$ cat src/rtl/mbtrain_seq_if.sv
// mbtrain_seq_if: sideband TX/RX message ports plus step-engine launch/return
// between the MBTRAIN sequencer (master) and its partners (slave).
interface mbtrain_seq_if #(
    parameter int NUM_LANES = 16,
    parameter int STEP_W    = 3
);
    logic                 step_start_o;
    logic [STEP_W-1:0]    step_id_o;
    logic                 step_done_i;
    logic [NUM_LANES-1:0] step_lane_err_i;
    logic                 sb_tx_valid_o;
    logic [1:0]           sb_tx_type_o;
    logic [STEP_W-1:0]    sb_tx_step_o;
    logic                 sb_tx_next_i;
    logic                 sb_rx_req_o;
    logic                 sb_rx_valid_i;
    logic [1:0]           sb_rx_type_i;
    logic [STEP_W-1:0]    sb_rx_step_i;

    modport master (
        output step_start_o, step_id_o, sb_tx_valid_o, sb_tx_type_o, sb_tx_step_o, sb_rx_req_o,
        input  step_done_i, step_lane_err_i, sb_tx_next_i, sb_rx_valid_i, sb_rx_type_i, sb_rx_step_i
    );
    modport slave (
        input  step_start_o, step_id_o, sb_tx_valid_o, sb_tx_type_o, sb_tx_step_o, sb_rx_req_o,
        output step_done_i, step_lane_err_i, sb_tx_next_i, sb_rx_valid_i, sb_rx_type_i, sb_rx_step_i
    );
endinterface

$ cat src/rtl/mbtrain_seq.sv
// mbtrain_seq: UCIe LTSM MBTRAIN sub-step sequencer with SB start/end handshakes.
// Define MBTRAIN_LANE_REPAIR_EN to halve lane width before degrading speed.
module mbtrain_seq #(
    parameter int NUM_LANES      = 16,
    parameter int NUM_STEPS      = 8,
    parameter int STEP_W         = 3,
    parameter int MAX_SPEED      = 5,
    parameter int TIMEOUT_CYCLES = 800000
) (
    input  logic                 clk_100MHz,
    input  logic                 reset,
    input  logic                 enable_i,
    output logic                 done_o,
    output logic                 error_o,
    output logic [2:0]           speed_idx_o,
    output logic [NUM_LANES-1:0] lane_mask_o,
    output logic                 timeout_rst_o,
    mbtrain_seq_if.master        bus
);
    localparam logic [2:0] S_IDLE = 3'd0, S_START_SYNC = 3'd1, S_RUN = 3'd2, S_END_SYNC = 3'd3,
                           S_EVAL = 3'd4, S_DONE = 3'd5, S_ERROR = 3'd6;
    localparam logic [1:0] M_START_REQ = 2'd0, M_END_REQ = 2'd2;
    localparam int TW = $clog2(TIMEOUT_CYCLES + 1);
    localparam logic [TW-1:0] TMO_LAST = TW'(TIMEOUT_CYCLES - 1);
    localparam logic [STEP_W-1:0] LAST_STEP = STEP_W'(NUM_STEPS - 1);
    localparam logic [NUM_LANES-1:0] ALL_ONES = '1;
`ifdef MBTRAIN_LANE_REPAIR_EN
    localparam int HALF = NUM_LANES / 2;
    localparam logic [NUM_LANES-1:0] LO_HALF = {{HALF{1'b0}}, {HALF{1'b1}}};
    localparam logic [NUM_LANES-1:0] HI_HALF = {{HALF{1'b1}}, {HALF{1'b0}}};
`endif

    logic [2:0]           state;
    logic [STEP_W-1:0]    step;
    logic [TW-1:0]        tmo_cnt;
    logic                 tx_valid, step_start;
    logic [1:0]           tx_type;
    logic                 req_sent, resp_sent, rx_req_seen, resp_seen;
    logic [NUM_LANES-1:0] lane_err, mask, repair_mask;
    logic [2:0]           speed;
    logic                 in_sync, is_end, tx_acc, rx_take, sync_ok, tmo_hit, repair, go_start;

    assign in_sync = (state == S_START_SYNC) || (state == S_END_SYNC);
    assign is_end  = (state == S_END_SYNC);
    assign tx_acc  = tx_valid && bus.sb_tx_next_i;
    assign rx_take = in_sync && bus.sb_rx_valid_i && (bus.sb_rx_step_i == step);
    assign sync_ok = rx_req_seen && resp_seen && resp_sent;
    assign tmo_hit = (in_sync || state == S_RUN) && (tmo_cnt == TMO_LAST);

    // Only consulted when masked errors are non-zero, so "no low-half error" means upper-only.
    always_comb begin
        repair      = 1'b0;
        repair_mask = ALL_ONES;
`ifdef MBTRAIN_LANE_REPAIR_EN
        if (mask == ALL_ONES) begin
            if ((lane_err & LO_HALF) == '0) begin
                repair      = 1'b1;
                repair_mask = LO_HALF;
            end else if ((lane_err & HI_HALF) == '0) begin
                repair      = 1'b1;
                repair_mask = HI_HALF;
            end
        end
`endif
    end

    always_comb begin
        go_start = 1'b0;
        if (state == S_IDLE)
            go_start = 1'b1;
        else if (state == S_EVAL)
            go_start = (lane_err == '0) ? (step != LAST_STEP) : (repair || speed != 3'd0);
    end

    always_ff @(posedge clk_100MHz or negedge reset) begin
        if (!reset) begin
            state <= S_IDLE;  step <= '0;  tmo_cnt <= '0;
            tx_valid <= 1'b0;  tx_type <= M_START_REQ;  step_start <= 1'b0;  timeout_rst_o <= 1'b0;
            req_sent <= 1'b0;  resp_sent <= 1'b0;  rx_req_seen <= 1'b0;  resp_seen <= 1'b0;
            lane_err <= '0;  mask <= ALL_ONES;  speed <= 3'(MAX_SPEED);
        end else if (!enable_i) begin
            state <= S_IDLE;  step <= '0;  tmo_cnt <= '0;
            tx_valid <= 1'b0;  tx_type <= M_START_REQ;  step_start <= 1'b0;  timeout_rst_o <= 1'b0;
            req_sent <= 1'b0;  resp_sent <= 1'b0;  rx_req_seen <= 1'b0;  resp_seen <= 1'b0;
            lane_err <= '0;  mask <= ALL_ONES;  speed <= 3'(MAX_SPEED);
        end else begin
            timeout_rst_o <= 1'b0;
            step_start    <= 1'b0;
            if (in_sync || state == S_RUN) tmo_cnt <= tmo_cnt + 1'b1;
            // Our RESP goes out only after our REQ was accepted and the partner's REQ was seen.
            if (in_sync) begin
                if (tx_acc) begin
                    tx_valid <= 1'b0;
                    if (tx_type[0]) resp_sent <= 1'b1;
                    else            req_sent  <= 1'b1;
                end else if (!tx_valid && req_sent && rx_req_seen && !resp_sent) begin
                    tx_valid <= 1'b1;
                    tx_type  <= {is_end, 1'b1};
                end
                if (rx_take && bus.sb_rx_type_i == {is_end, 1'b0}) rx_req_seen <= 1'b1;
                if (rx_take && bus.sb_rx_type_i == {is_end, 1'b1}) resp_seen   <= 1'b1;
            end
            if (tmo_hit) begin
                state    <= S_ERROR;
                tx_valid <= 1'b0;
            end else begin
                case (state)
                    S_START_SYNC: if (sync_ok) begin
                        state      <= S_RUN;
                        step_start <= 1'b1;
                    end
                    S_RUN: if (bus.step_done_i) begin
                        lane_err <= bus.step_lane_err_i & mask;
                        state    <= S_END_SYNC;
                        tx_valid <= 1'b1;
                        tx_type  <= M_END_REQ;
                        req_sent <= 1'b0;  resp_sent <= 1'b0;  rx_req_seen <= 1'b0;  resp_seen <= 1'b0;
                    end
                    S_END_SYNC: if (sync_ok) state <= S_EVAL;
                    S_EVAL: begin
                        if (lane_err == '0) begin
                            if (step == LAST_STEP) state <= S_DONE;
                            else                   step  <= step + 1'b1;
                        end else if (repair) begin
                            mask <= repair_mask;
                            step <= '0;
                        end else if (speed != 3'd0) begin
                            speed <= speed - 1'b1;
                            mask  <= ALL_ONES;
                            step  <= '0;
                        end else begin
                            state <= S_ERROR;
                        end
                    end
                    default: ;
                endcase
                if (go_start) begin
                    state         <= S_START_SYNC;
                    tmo_cnt       <= '0;
                    timeout_rst_o <= 1'b1;
                    tx_valid      <= 1'b1;
                    tx_type       <= M_START_REQ;
                    req_sent <= 1'b0;  resp_sent <= 1'b0;  rx_req_seen <= 1'b0;  resp_seen <= 1'b0;
                end
            end
        end
    end

    assign done_o            = (state == S_DONE);
    assign error_o           = (state == S_ERROR);
    assign speed_idx_o       = speed;
    assign lane_mask_o       = mask;
    assign bus.step_start_o  = step_start;
    assign bus.step_id_o     = step;
    assign bus.sb_tx_valid_o = tx_valid && enable_i;
    assign bus.sb_tx_type_o  = tx_type;
    assign bus.sb_tx_step_o  = step;
    assign bus.sb_rx_req_o   = in_sync;
endmodule

$ cat src/flat_wrapper.sv
// flat-port wrapper written by rule: the top's interface ports become plain ports
module mbtrain_seq_flat 
#(
    parameter int NUM_LANES      = 16,
    parameter int NUM_STEPS      = 8,
    parameter int STEP_W         = 3,
    parameter int MAX_SPEED      = 5,
    parameter int TIMEOUT_CYCLES = 800000
)
  (clk_100MHz, reset, enable_i, done_o, error_o, speed_idx_o, lane_mask_o, timeout_rst_o, bus_step_start_o, bus_step_id_o, bus_sb_tx_valid_o, bus_sb_tx_type_o, bus_sb_tx_step_o, bus_sb_rx_req_o, bus_step_done_i, bus_step_lane_err_i, bus_sb_tx_next_i, bus_sb_rx_valid_i, bus_sb_rx_type_i, bus_sb_rx_step_i);
  mbtrain_seq_if #(.NUM_LANES(NUM_LANES), .STEP_W(STEP_W)) bus_i ();
  input  logic clk_100MHz;
  input  logic reset;
  input  logic enable_i;
  output logic done_o;
  output logic error_o;
  output logic [2:0] speed_idx_o;
  output logic [NUM_LANES-1:0] lane_mask_o;
  output logic timeout_rst_o;
  output wire logic [$bits(bus_i.step_start_o)-1:0] bus_step_start_o;
  output wire logic [$bits(bus_i.step_id_o)-1:0] bus_step_id_o;
  output wire logic [$bits(bus_i.sb_tx_valid_o)-1:0] bus_sb_tx_valid_o;
  output wire logic [$bits(bus_i.sb_tx_type_o)-1:0] bus_sb_tx_type_o;
  output wire logic [$bits(bus_i.sb_tx_step_o)-1:0] bus_sb_tx_step_o;
  output wire logic [$bits(bus_i.sb_rx_req_o)-1:0] bus_sb_rx_req_o;
  input wire logic [$bits(bus_i.step_done_i)-1:0] bus_step_done_i;
  input wire logic [$bits(bus_i.step_lane_err_i)-1:0] bus_step_lane_err_i;
  input wire logic [$bits(bus_i.sb_tx_next_i)-1:0] bus_sb_tx_next_i;
  input wire logic [$bits(bus_i.sb_rx_valid_i)-1:0] bus_sb_rx_valid_i;
  input wire logic [$bits(bus_i.sb_rx_type_i)-1:0] bus_sb_rx_type_i;
  input wire logic [$bits(bus_i.sb_rx_step_i)-1:0] bus_sb_rx_step_i;
  assign bus_step_start_o = bus_i.step_start_o;
  assign bus_step_id_o = bus_i.step_id_o;
  assign bus_sb_tx_valid_o = bus_i.sb_tx_valid_o;
  assign bus_sb_tx_type_o = bus_i.sb_tx_type_o;
  assign bus_sb_tx_step_o = bus_i.sb_tx_step_o;
  assign bus_sb_rx_req_o = bus_i.sb_rx_req_o;
  assign bus_i.step_done_i = bus_step_done_i;
  assign bus_i.step_lane_err_i = bus_step_lane_err_i;
  assign bus_i.sb_tx_next_i = bus_sb_tx_next_i;
  assign bus_i.sb_rx_valid_i = bus_sb_rx_valid_i;
  assign bus_i.sb_rx_type_i = bus_sb_rx_type_i;
  assign bus_i.sb_rx_step_i = bus_sb_rx_step_i;
  mbtrain_seq #(.NUM_LANES(NUM_LANES), .NUM_STEPS(NUM_STEPS), .STEP_W(STEP_W), .MAX_SPEED(MAX_SPEED), .TIMEOUT_CYCLES(TIMEOUT_CYCLES)) u_core (.clk_100MHz(clk_100MHz), .reset(reset), .enable_i(enable_i), .done_o(done_o), .error_o(error_o), .speed_idx_o(speed_idx_o), .lane_mask_o(lane_mask_o), .timeout_rst_o(timeout_rst_o), .bus(bus_i));
endmodule
$ cat config.mk
export PLATFORM = sky130hd
export DESIGN_NAME = mbtrain_seq_flat
export DESIGN_NICKNAME = d
export VERILOG_FILES = /design/src/rtl/mbtrain_seq_if.sv /design/src/rtl/mbtrain_seq.sv /design/src/flat_wrapper.sv
export SDC_FILE = /design/constraint.sdc
export NUM_CORES = 1
export LEC_CHECK = 0
export CORE_ASPECT_RATIO = 0.7
export CORE_UTILIZATION = 53
export CTS_BUF_LIST = sky130_fd_sc_hd__clkbuf_4 sky130_fd_sc_hd__clkbuf_8
export CTS_CLUSTER_SIZE = 30
export DETAILED_ROUTE_END_ITERATION = 7
export PLACE_DENSITY = 0.9
export SETUP_SLACK_MARGIN = 0.1
export SLEW_MARGIN = 25
export SYNTH_ARGS = -nofsm -noshare
export SYNTH_HDL_FRONTEND = slang
export SYNTH_SLANG_ARGS = --single-unit
$ cat constraint.sdc
create_clock -name clk_100MHz -period 2.2 [get_ports clk_100MHz]
set_input_delay 0.44 -clock clk_100MHz [delete_from_list [all_inputs] [get_ports clk_100MHz]]
set_output_delay 0.44 -clock clk_100MHz [all_outputs]
set_load 0.02 [all_outputs]
==> impl_metrics.ini <==
[yosys]
async_flop_share_pct = 100
ys.flop_type = dfrtp_1
syn_area_um2 = 2990
ys_warn_count = 0
yosysTopAreaCell = dfrtp_1
synth_cell_types = 43
ys_seq_area_share_pct = 45.3
synth_area_leaders = dfrtp_1 44%, mux2i_1 6.4%, nand2_1 6.2%
syn_inst = 323
syn_avg_cell_area_um2 = 9.25
synth_top_area_share_pct = 43.6
synth_edf_count = 0
synth-seq-cells = 54

[clock_tree]
clk_pin_slew_ns = 0.10
cts_buffers = 5
cts_tree = built
clock_latency_ns = 0.31
cts_buffer_depth = 2
cts_hold_buf = 0
cts_setup_buffers = 0
htreeDepth = 2
root_buffer = clkbuf_8
clkSinkCount = 54

[timing]
layout_setup_ws_ns = 0.192
slew_headroom_pct = 66.3
fmax_mhz = 498
rsz0062_at_grt = no
setup_violations = 0
finClkSkew_ns = 0.00853
slew_violations = 0
fin_setup_tns_ns = 0
finalCritPeriodShare_pct = 91.3
hold_violations = 0
tightest_slew_ns = 0.505
fin_crit_ns = 2.01

[global_routing]
grt_pass1_vias = 2447
grt_max_degree = 41
antenna_found_initial = 0
grt_overflow = 0
grt_pass1_wl_um = 11700
grtUsageTotal_pct = 25.2

[critical_path]
cp_cell_sequence = inv_1, ha_1, nor2b_1, or3b_4, mux2i_1, o22ai_1
path_delay_family = simple AND/OR/NAND/NOR gates
critPathKind = reg2reg
r2r_end = u_core.bus.sb_tx_step_o[1]
reg2reg_slack_ns = 0.19
end_kind = register
reg2reg_depth = 6
critical_path_required_ns = 2.38
crit_slowest_cell = dfstp_2
path_max_fanout = 7
cp-start-kind = register
cp_data_arrival_time_ns = 2.18
reg2reg_from = u_core.speed_idx_o[0]
critPathMaxStageDelay_ns = 0.56
cp_num_buf_inv = 1

[power_and_ir_drop]
vdd_ir_drop_max_mv = 0.374
power.density_nw_per_um2 = 522
power.total_mw = 1.88
p_leak_nw = 1.47

[detailed_routing]
vias = 2580
drc = 0
avgRoutedWirePerCell_um = 15.8
totalWireLength_um = 6940
ant_nets = 0
first_pass_iters = 5
routed_via_density = 5.89
drt-initial-drc-count = 326

[floorplanning]
die_w_um = 91.7
num_io_pins = 60
rows = 22
chipHeight_um = 64.8
core_um2 = 5340
start_util_pct = 55.9
die_area_um2 = 5940

[place]
place_congestion = 0.874
port_buffers = 43
post_dp_cell_area_um2 = 3470
post-place-ws_ns = 0.105
dp_hpwl_um = 5020

[status]
outcome = finished clean

[final_layout]
final_nets = 397
fill_cells = 424
final_cell_mix = 50 x dfrtp_1, 49 x nand2_1, 38 x clkdlybuf4s50_1
utilization_pct = 67.3
insertedDiodeCount = 0
mostFrequentLayoutCell = dfrtp_1
drive_above_1_share_pct = 9.29
syn2layout_area_growth_pct = 20.4
finalInstanceArea_um2 = 3600

[run]
maxCapViolations = 0

[worst_hold_path]
min_path_type = in2async
where the power goes:
group | total, mW | switching [mW] | leakage (nW) | internal (mW)
Sequential | 1.02 | 0.0145 | 0.739 | 1.00
Combinational | 0.224 | 0.130 | 0.672 | 0.0938
Clock | 0.637 | 0.318 | 0.0575 | 0.318
Total | 1.88 | 0.463 | 1.47 | 1.41
cell usage after synthesis (all sizes together) (2+ instances only):
| cell | instances |
|---|---|
| o21ai | 14 |
| nand3 | 12 |
| or4 | 5 |
| or3 | 11 |
| and2 | 3 |
| o211ai | 2 |
| ha | 5 |
| mux2i | 19 |
| buf | 24 |
| xor2 | 6 |
| nand2b | 2 |
| and4 | 3 |
| inv | 12 |
| nand2 | 49 |
| clkbuf | 10 |
| nor2b | 2 |
| a31oi | 8 |
| o31ai | 3 |
| dfstp | 2 |
| dfrtp | 52 |
| xnor2 | 8 |
| nor4bb | 2 |
| a41oi | 2 |
| nor2 | 14 |
| o22ai | 3 |
| a21oi | 15 |
| nand4 | 6 |
| nor3 | 9 |
| nor4 | 6 |
| and3 | 2 |
state kept, by name, indices dropped and copies added, names as in the netlist, 2 cells and up:
| register | count |
|---|---|
| u_core.bus.sb_tx_step_o | 3 |
| u_core.bus.sb_tx_type_o | 2 |
| u_core.tmo_cnt | 20 |
| u_core.lane_err | 16 |
| u_core.state | 3 |
| u_core.speed_idx_o | 3 |
metrics by stage:
stage	hold slack (ns)	cells
after floorplan	0.144	338
after global placement	0.436	430
after detailed placement	0.437	430
after CTS	0.103	438
after global routing	0.120	438
final	0.0915	438
routing by layer:
metal	vias to the layer above	global-route usage [%]	routed length, um
met3	17	3.99	460
met5	-	0	0
met4	0	8.20	124
met2	127	38.9	3240
li1	1185	-	-
met1	1251	36.5	3120
worst max path at each step:
stage / cells after the start / slack (ns) / endpoint / start
2_1_floorplan: 6 / 0.18 / u_core.speed_idx_o[2] / u_core.speed_idx_o[0]
3_3_place_gp: 3 / 0.13 / bus_sb_tx_valid_o / enable_i
3_5_place_dp: 3 / 0.10 / bus_sb_tx_valid_o / enable_i
4_1_cts: 4 / 0.15 / u_core.tmo_cnt[19] / u_core.state[2]
5_1_grt: 4 / 0.13 / u_core.tmo_cnt[19] / u_core.state[2]
6_report: 6 / 0.19 / u_core.bus.sb_tx_step_o[1] / u_core.speed_idx_o[0]
area by class of cell:
| cell class | instances | area (um2) | area share [%] |
|---|---|---|---|
| Multi-Input combinational cell | 238 | 1450 | 40.4 |
| Sequential cell | 54 | 1360 | 37.7 |
| Timing Repair Buffer | 54 | 541 | 15.0 |
| Clock buffer | 8 | 110 | 3.06 |
| Tap cell | 72 | 90.1 | 2.51 |
| Inverter | 12 | 45.0 | 1.25 |
kinds of logic (layout without fill, tap and decap cells):
family	after synthesis	count (layout)	synth area share, %
AOI/OAI and AO/OA	51	51	10.5
and+or+nand+nor	132	132	22.6
xor gates and xnor gates	14	14	4.11
buffers and inverters	46	74	8.46
muxes	20	20	6.74
adders and majority gates	5	5	2.09
DFF	54	54	45.3
other	1	16	0.126
repair_timing:
action | CTS | global route
endpoints found under the setup margin | 6 | 6
gates resized for setup | 8 | 3
pin swaps | 0 | 0
No activity file was read; power rests on OpenSTA's default activity.
